## src/rtl/serial_add_ctrl.sv

```systemverilog
// rtl/serial_add_ctrl.sv - bit-serial adder sequencer driving one external full-adder cell
//
// Purpose:
//   Adds two WIDTH-bit operands plus a carry-in by feeding one bit pair per
//   cycle, LSB first, through an external combinational full-adder cell.
//   The sequencer owns the operand shift registers, the carry flop, the bit
//   counter, the partial-sum shifter and the registered result. Handshaking
//   uses a start request, an abort cancel, a busy level and a one-cycle done
//   pulse.
//
// Ports:
//   clk      rising-edge clock
//   rst      asynchronous active-high reset
//   start    request, sampled only in IDLE
//   abort    synchronous cancel, effective only in RUN
//   a, b     WIDTH-bit operands, captured on the accept edge
//   cin      carry-in, captured on the accept edge
//   busy     high while in RUN
//   done     one-cycle completion pulse (DONE state)
//   sum      registered result, held until the next completion
//   cout     registered carry-out, held until the next completion
//   fa_a     bit to full-adder a pin
//   fa_b     bit to full-adder b pin
//   fa_cin   carry to full-adder cin pin
//   fa_sum   full-adder sum pin
//   fa_cout  full-adder cout pin

module serial_add_ctrl #(
    parameter int WIDTH = 8
) (
    input  logic             clk,
    input  logic             rst,
    input  logic             start,
    input  logic             abort,
    input  logic [WIDTH-1:0] a,
    input  logic [WIDTH-1:0] b,
    input  logic             cin,
    output logic             busy,
    output logic             done,
    output logic [WIDTH-1:0] sum,
    output logic             cout,
    output logic             fa_a,
    output logic             fa_b,
    output logic             fa_cin,
    input  logic             fa_sum,
    input  logic             fa_cout
);

    // A 1-bit counter is kept even for WIDTH=1 so the compare below is legal.
    localparam int CW = (WIDTH > 1) ? $clog2(WIDTH) : 1;
    localparam logic [CW-1:0] LAST_BIT = CW'(WIDTH - 1);

    localparam logic [1:0] IDLE    = 2'd0;
    localparam logic [1:0] RUN     = 2'd1;
    localparam logic [1:0] DONE_ST = 2'd2;

    logic [1:0]       state;
    logic [WIDTH-1:0] a_sh;
    logic [WIDTH-1:0] b_sh;
    logic [WIDTH-1:0] s_sh;
    logic             carry;
    logic [CW-1:0]    cnt;

    // Partial sum after folding in the bit the adder is producing right now.
    logic [WIDTH-1:0] next_s;

    generate
        if (WIDTH == 1) begin : g_w1
            assign next_s = fa_sum;
        end else begin : g_wn
            assign next_s = {fa_sum, s_sh[WIDTH-1:1]};
        end
    endgenerate

    // The LSB of the shifter is always shifted out before it could matter.
    logic unused_s_lsb;
    assign unused_s_lsb = s_sh[0];

    logic in_run;
    assign in_run = (state == RUN);

    // Zero-delay path to the adder cell; gated so the cell sees 0 when idle.
    assign fa_a   = in_run & a_sh[0];
    assign fa_b   = in_run & b_sh[0];
    assign fa_cin = in_run & carry;

    assign busy = in_run;
    assign done = (state == DONE_ST);

    always_ff @(posedge clk or posedge rst) begin
        if (rst) begin
            state <= IDLE;
            a_sh  <= '0;
            b_sh  <= '0;
            s_sh  <= '0;
            carry <= 1'b0;
            cnt   <= '0;
            sum   <= '0;
            cout  <= 1'b0;
        end else begin
            case (state)
                IDLE: begin
                    if (start) begin
                        a_sh  <= a;
                        b_sh  <= b;
                        carry <= cin;
                        cnt   <= '0;
                        state <= RUN;
                    end
                end
                RUN: begin
                    // Cancel wins even on the last bit, so the result
                    // registers keep the previous completion's value.
                    if (abort) begin
                        state <= IDLE;
                    end else begin
                        a_sh  <= a_sh >> 1;
                        b_sh  <= b_sh >> 1;
                        s_sh  <= next_s;
                        carry <= fa_cout;
                        cnt   <= cnt + 1'b1;
                        if (cnt == LAST_BIT) begin
                            sum   <= next_s;
                            cout  <= fa_cout;
                            state <= DONE_ST;
                        end
                    end
                end
                DONE_ST: begin
                    state <= IDLE;
                end
                default: begin
                    state <= IDLE;
                end
            endcase
        end
    end

endmodule

```

## config.mk

```make
export PLATFORM = sky130hd
export DESIGN_NAME = serial_add_ctrl
export DESIGN_NICKNAME = d
export VERILOG_FILES = /design/src/rtl/serial_add_ctrl.sv
export SDC_FILE = /design/constraint.sdc
export NUM_CORES = 1
export LEC_CHECK = 0
export CAP_MARGIN = 0
export CORE_ASPECT_RATIO = 1.4
export CORE_UTILIZATION = 50
export DETAILED_ROUTE_END_ITERATION = 7
export PLACE_DENSITY = 0.86
export SLEW_MARGIN = 10
export SYNTH_ARGS = -nofsm -noshare
export SYNTH_HDL_FRONTEND = slang
export SYNTH_SLANG_ARGS = --single-unit
export TNS_END_PERCENT = 50
```

## constraint.sdc

```tcl
create_clock -name clk -period 1.96 [get_ports clk]
set_input_delay 0.196 -clock clk [delete_from_list [all_inputs] [get_ports clk]]
set_output_delay 0.196 -clock clk [all_outputs]
set_load 0.01 [all_outputs]
```

# After elaboration in Yosys (flattened, before gate mapping)
# Index checks and enable logic that the tools add are counted.
# W data, S select, Z words.
dict set report op_classes {
  div 0
  mux 16
  order_cmp 0
  bitwise 4
  n_eq_ne 6
  n_addsub 1
  reduce_logical 6
  mul 0
  shift 0
}
# op n
set op_table {}
lappend op_table {{$mux W8} 4}
lappend op_table {{$pmux W8 S2} 2}
lappend op_table {{$mux W2} 3}
lappend op_table {{$mux W3} 2}
lappend op_table {{$pmux W3 S2} 1}
lappend op_table {{$reduce_and A3 Y1} 2}
lappend op_table {{$ne A2 B2 Y1 const B} 2}
lappend op_table {{$pmux W2 S2} 1}
lappend op_table {{$reduce_and A2 Y1} 2}
lappend op_table {{$add A3 B1 Y3 const B} 1}
lappend op_table {{$and A1 B1 Y1} 3}
lappend op_table {{$eq A3 B3 Y1 const B} 1}
lappend op_table {{$ne A3 B2 Y1 const B} 1}
lappend op_table {{$eq A2 B1 Y1 const B} 1}
lappend op_table {{$eq A2 B2 Y1 const B} 1}
lappend op_table {{$logic_not A2 Y1} 1}
lappend op_table {{$mux W1} 2}
lappend op_table {{$pmux W1 S2} 1}
lappend op_table {{$reduce_bool A2 Y1} 1}
lappend op_table {{$not A1 Y1} 1}
dict set report totals {
  register_bits 39
  rom_bits 0
  wordCells 41
  latchBits 0
  ram_bits 0
  mem_count 0
}

# Longest topological paths before layout
# Gate-level depths: netlist of run 1.
dict set report depth {
  word_depth 4
  depth_mapped 6
}

# Worst setup path after synthesis of run 1
# Ideal clock, no wire load.
dict set report synth_path {
  kind {reg2reg}
  start {register state[1]}
  end {register cout}
  n_path_buf 1
  setup_slack_ps 423
  arrival_time_ps 1412
  stages_incl_launch_ff 5
  period_less_slack_ps 1537
  path_cell_list {dfrtp_1 nor3b_4 and2_4 buf_12 mux2_4}
}
dict set report synth_via {
  elab_chain_len 2
}
# item line
set synth_rtl {}
lappend synth_rtl {{start: declaration} 57} ;# logic [1:0] state;
lappend synth_rtl {{start signal: assignment} 92} ;# state <= IDLE;
lappend synth_rtl {{start signal: assignment} 108} ;# state <= RUN;
lappend synth_rtl {{start signal: assignment} 115} ;# state <= IDLE;
lappend synth_rtl {{$eq A2 B1 Y1} 101} ;# case (state)
lappend synth_rtl {{$reduce_and A3 Y1 (no line)} n/a}
lappend synth_rtl {{end signal: assignment} 124} ;# cout <= fa_cout;
lappend synth_rtl {{end: declaration} 41} ;# output logic cout,
# No other way between the ends.
# A chain may end at the register's enable or synchronous reset.

# Worst setup path after layout of run 1
dict set report layout_path {
  start {register state[1]}
  end {output fa_cin}
}
dict set report layout_via {
  elab_chain_len 2
}
# item line
set layout_rtl {}
lappend layout_rtl {{$eq A2 B1 Y1} 80} ;# assign in_run = (state == RUN);
lappend layout_rtl {{$and A1 B1 Y1} 85} ;# assign fa_cin = in_run & carry;
lappend layout_rtl {{end: declaration} 44} ;# output logic fa_cin,
# No other way between the ends.

==> impl_metrics.yaml, run 1 <==
status:
  status: "finished clean"
final_layout:
  multi_input_area_um2: 727
  diodes: 0
  layout_common_cells: "dfrtp_1, clkdlybuf4s50_1, o21ai_0"
  area_growth_pct: 29.8
  drive_gt1_frac: 0.227
  post-route-util: 0.677
  fillers: 265
  final_common_cell: "dfrtp_1"
  seq_area_um2: 952
  nets: 209
yosys:
  ys_warn_count: 0
  syn_inst: 138
  synth-seq-cells: 38
  synth_top_area_frac: 0.545
  syn_avg_cell_area_um2: 12.6
  ys_types: 22
  synthesis.area_mm2: 0.00175
  syn_nets: 163
  ys_top_cells_by_area: "dfrtp_1, o21ai_0, mux2i_1, mux2_4, mux2_2"
  ys_seq_area_frac: 0.545
  synth.largest_area_cell: "dfrtp_1"
global_routing:
  grt_overflow_total: 0
  grt_usage: 0.218
  grt_max_degree: 39
  grt_pass1_wl_mm: 5.79
  antenna_found_initial: 0
  grt_pass1_vias: 1262
critical_path:
  worst-r2r-cell-count: 4
  arrival_ps: 1680
  worstPathRequired_ps: 1760
  crit_path_end_kind: "output pin"
  ff2ff_setup_slack_ps: 260
  crit_path_start_kind: "register"
  crit_type: "reg -> out"
  cp_max_fo: 8
pwr:
  seqPwrFrac: 0.504
  vdd_drop_max_mv: 0.664
  switching_share: 0.275
  leakagePower_uw: 0.00103
  p_clk_frac: 0.261
  pwr-share-comb: 0.235
  internal-power_uw: 1550
  switching_power_uw: 589
  power.density_mw_per_mm2: 945
floorplan:
  die_x_um: 51.9
  ios: 37
  rows: 25
  die_h_um: 71.9
  start_util: 0.521
  core-area_mm2: 0.00335
  die-area_mm2: 0.00373
timing:
  setup_viol: 0
  tightest_slew_ps: 697
  relSlewSlack: 0.535
  setup_total_negative_slack_ps: 0
  max_clock_freq_ghz: 0.532
  finClkSkew_ps: 8.28
  hold_viol_final: 0
  rsz0062_at_grt: "false"
  slew_violations: 0
  whs_ps: 289
  fin_crit_ps: 1880
  period_share: 0.959
cts:
  cts.clk_slew.worst_paths_ps: 70
  insertion_delay_ps: 300
  cts_sinks: 38
  cts.path.max_buffers: 2
  h-tree-depth: 2
  cts_tree: "done"
  cts_made_buffers: 5
  cts_root_buffer: "clkbuf_8"
route:
  post-route-drc-count: 0
  vias_per_cell: 5.40
  dr.pass1.iters: 2
  drt-wirelength-per-cell_um: 15.9
  via_count: 1216
  drt_wl_total_mm: 3.57
  ant_nets: 0
  drtIter0Drc: 22
placed_design:
  io_buffers: 36
  gp_congestion: 0.757
  hpwlAfterDp_mm: 2.44
job:
  cap_violations: 0
hold_path:
  min_path_type: "in -> async"
worst max-delay path, stage by stage, from the launching register on:
cell	delay, ps
dfrtp_1	380
nand2b_1	200
inv_4	120
and2_1	150
clkdlybuf4s50_1	540
cell families (layout without fill, tap and decap cells):
family                   count (synthesis)  count (layout)  synth area share
flip-flops                              38              38             0.545
AO/OA/AOI/OAI                           35              35             0.102
multiplexers                            35              35             0.235
adder cells (fa/ha/maj)                  2               2            0.0143
AND/OR/NAND/NOR                         19              19            0.0652
buffers and inverters                    9              56            0.0387
synthesized netlist by cell type:
cell      number
inv_2          1
mux2i_1       14
dfrtp_1       38
nor3b_4        1
mux2_2        12
nor2b_1        4
buf_12         1
ha_1           2
nand2b_1       1
clkbuf_1       2
a21oi_1        2
a21o_1         1
mux2_4         9
buf_6          2
o21ai_0       32
nand2_1        4
and2_4         1
inv_1          1
nor2_1         4
or2_0          1
and2_1         3
buf_2          2
power groups by stage:
stage / combinational, uW / clock [uW] / sequential, uW
after floorplan: 315 / 0 / 1060
after global placement: 464 / 0 / 1080
after detailed placement: 488 / 0 / 1100
after CTS: 494 / 569 / 1080
after global routing: 554 / 610 / 1100
final: 504 / 559 / 1080
per-layer routing:
metal / global-route usage / wire [um] / up-vias
met1: 0.245 / 1400 / 602
li1: - / - / 575
met4: 0.0901 / 46 / 0
met2: 0.379 / 1940 / 33
met3: 0.0608 / 186 / 6
met5: 0 / 0 / -
path summary, 6_finish.rpt:
kind | start | endpoint
worst max-delay path | state[1]$_DFFE_PP0P_ | fa_cin
worst min-delay path | rst | sum[7]$_DFFE_PP0P_
worst max register to register | state[0]$_DFFE_PP0P_ | cnt[0]$_DFFE_PP0P_
worst min register to register | s_sh[1]$_DFFE_PP0P_ | sum[0]$_DFFE_PP0P_
max in group asynchronous | rst | state[0]$_DFFE_PP0P_
min in group clk | s_sh[1]$_DFFE_PP0P_ | sum[0]$_DFFE_PP0P_
registers in the layout, summed over array words and instances, names as in the netlist:
register and flops:
cnt 3, carry 1, b_sh 8, s_sh 7
a_sh 8, state 2, sum 8, cout 1
metrics by stage:
| stage | worst slack [ps] | instances | area, um^2 | power [uW] |
|---|---|---|---|---|
| after detailed placement | 93.2 | 213 | 2140 | 1580 |
| after floorplan | 423 | 138 | 1750 | 1380 |
| after global routing | 3.37 | 225 | 2270 | 2270 |
| after CTS | 24.5 | 221 | 2240 | 2150 |
| after global placement | 148 | 213 | 2140 | 1540 |
| final | 80.0 | 225 | 2270 | 2140 |
repair_timing:
action | CTS | global route
endpoints found under the hold margin | 0 | 0
gates resized for setup | 2 | 0
endpoints found under the setup margin | 3 | 3
hold buffers | 0 | 0
setup buffers | 0 | 4
layout make-up:
class / count / share of cell area
repair buffers: 46 / 0.192
clock inverters: 1 / 0.00221
clock buffers: 7 / 0.0381
flip-flops and latches: 38 / 0.420
inverters: 2 / 0.00442
well taps: 40 / 0.0221
multi-input cells: 91 / 0.321
(Power assumes the default switching activity.)
==> run 2: changes to the inputs <==
--- a/config.mk
+++ b/config.mk
@@ -8,6 +8,7 @@
 export CAP_MARGIN = 0
 export CORE_ASPECT_RATIO = 1.4
 export CORE_UTILIZATION = 50
+export CTS_CLUSTER_DIAMETER = 150
 export DETAILED_ROUTE_END_ITERATION = 7
 export PLACE_DENSITY = 0.86
 export SLEW_MARGIN = 10
==> results of run 2 <==
Final layout, timing and power as in run 1 (identical DEF).
==> run 3: changes to the inputs <==
--- a/config.mk
+++ b/config.mk
@@ -8,10 +8,11 @@
 export CAP_MARGIN = 0
 export CORE_ASPECT_RATIO = 1.4
 export CORE_UTILIZATION = 50
+export CTS_BUF_LIST = sky130_fd_sc_hd__clkbuf_8 sky130_fd_sc_hd__clkbuf_16
 export CTS_CLUSTER_DIAMETER = 150
 export DETAILED_ROUTE_END_ITERATION = 7
 export PLACE_DENSITY = 0.86
-export SLEW_MARGIN = 10
+export SLEW_MARGIN = 20
 export SYNTH_ARGS = -nofsm -noshare
 export SYNTH_HDL_FRONTEND = slang
 export SYNTH_SLANG_ARGS = --single-unit
==> run 3 against run 2 <==
Net effect:
- clock power shrank 0.9%
- sequential cell count is the same
- non-clock buffer count is the same
- critical path depth is the same
- setup slack is the same
- routed wire length is the same
- first-iteration DRC count is the same
- sequential power is essentially flat
- largest cell class unchanged
==> impl_metrics.yaml, run 3 (synthesis gave the netlist of run 1 again) <==
timing:
  finClkSkew_ps: 8.28
  whs_ps: 289
  relSlewSlack: 0.535
  period_share: 0.959
  setup_viol: 0
  hold_viol_final: 0
  rsz0062_at_grt: "false"
  fin_crit_ps: 1880
  setup_total_negative_slack_ps: 0
  setup_ws_ps: 80.0
  max_clock_freq_ghz: 0.532
  tightest_slew_ps: 697
  slew_violations: 0
hold_path:
  min_path_type: "in -> async"
floorplan:
  start_util: 0.521
  die_x_um: 51.9
  die_h_um: 71.9
  rows: 25
  core-area_mm2: 0.00335
  die-area_mm2: 0.00373
  ios: 37
cts:
  cts.clk_slew.worst_paths_ps: 70
  cts.path.max_buffers: 2
  cts_made_buffers: 5
  cts_root_buffer: "clkbuf_8"
  h-tree-depth: 2
  cts_tree: "done"
  hold_buffers: 0
  cts_sinks: 38
  insertion_delay_ps: 300
placed_design:
  placed_area_mm2: 0.00214
  gp_congestion: 0.757
  hpwlAfterDp_mm: 2.44
  io_buffers: 36
  post-place-ws_ps: 93.2
pwr:
  internal-power_uw: 1550
  pwr-share-comb: 0.236
  seqPwrFrac: 0.505
  leakagePower_uw: 0.00103
  power.density_mw_per_mm2: 943
  vdd_drop_max_mv: 0.664
  switching_share: 0.276
  p_clk_frac: 0.259
  switching_power_uw: 590
global_routing:
  grt_pass1_wl_mm: 5.79
  grt_overflow_total: 0
  grt_max_degree: 39
  grt_pass1_vias: 1262
  grt_usage: 0.218
  antenna_found_initial: 0
critical_path:
  rr_startpoint: "state[0]$_DFFE_PP0P_"
  worstPathRequired_ps: 1760
  cp_max_fo: 8
  worstReg2RegEnd: "cnt[0]$_DFFE_PP0P_"
  ff2ff_setup_slack_ps: 260
  critPathLaunch: "state[1]$_DFFE_PP0P_"
  worst-r2r-cell-count: 4
  crit_path_end_kind: "output pin"
  crit_path_start_kind: "register"
  arrival_ps: 1680
  crit_type: "reg -> out"
route:
  ant_nets: 0
  dr.pass1.iters: 2
  post-route-drc-count: 0
  drtIter0Drc: 22
  drt_wl_total_mm: 3.57
  drt-wirelength-per-cell_um: 15.9
  via_count: 1216
  vias_per_cell: 5.40
final_layout:
  diodes: 0
  drive_gt1_frac: 0.227
  area_growth_pct: 29.8
  reg_top3: "a_sh x8, b_sh x8, sum x8"
  layout_common_cells: "dfrtp_1, clkdlybuf4s50_1, o21ai_0"
  final_common_cell: "dfrtp_1"
  nets: 209
  post-route-cell-area_mm2: 0.00227
status:
  status: "finished clean"
job:
  cap_violations: 0
run 3: cell types whose count changed in the layout (fill, tap and decap cells not counted):
cell	before	now
inv_1	1	2
clkbuf_1	1	0
run 3: worst max-delay path by stage:
stage / to / depth (start not counted)
3_5_place_dp: cnt[0]$_DFFE_PP0P_ / 4
5_1_grt: fa_cin / 4
2_1_floorplan: cout$_DFFE_PP0P_ / 4
4_1_cts: fa_cin / 4
3_3_place_gp: cnt[0]$_DFFE_PP0P_ / 4
6_report: fa_cin / 4
run 3: area by class of cell:
class / instances / area [um^2]
multi-input combinational: 91 / 727
inverter: 2 / 10.0
timing repair buffer: 46 / 435
sequential: 38 / 952
tap: 40 / 50.0
clock inverter: 2 / 8.76
clock buffer: 6 / 82.6
fill: 265 / 1080
run 3: stage by stage:
stage	instances	total power, uW	util
floorplan	138	1380	-
global placement	213	1540	0.640
detailed placement	213	1580	0.640
CTS	221	2140	0.668
global route	225	2260	0.677
finish	225	2140	0.677
run 3: worst max-delay path, stage by stage, from the launching register on:
cell             delay [ps]
dfrtp_1                 380
nand2b_1                200
inv_4                   120
and2_1                  150
clkdlybuf4s50_1         540
run 3: power by group through the flow:
stage	combinational, uW	sequential [uW]	clock (uW)
floorplan	315	1060	0
global placement	464	1080	0
detailed placement	488	1100	0
CTS	494	1080	565
global route	554	1100	606
finish	504	1080	554
run 3: repair_timing:
action,CTS,global route
endpoints found under the setup margin,3,3
gates resized for setup,2,0
buffers inserted,0,4
run 3: routing by layer:
metal / global-route usage / vias to the layer above / part of all wire
li1: - / 575 / -
met4: 0.0901 / 0 / 0.013
met3: 0.0608 / 6 / 0.052
met5: 0 / - / 0
met1: 0.245 / 602 / 0.39
met2: 0.379 / 33 / 0.54
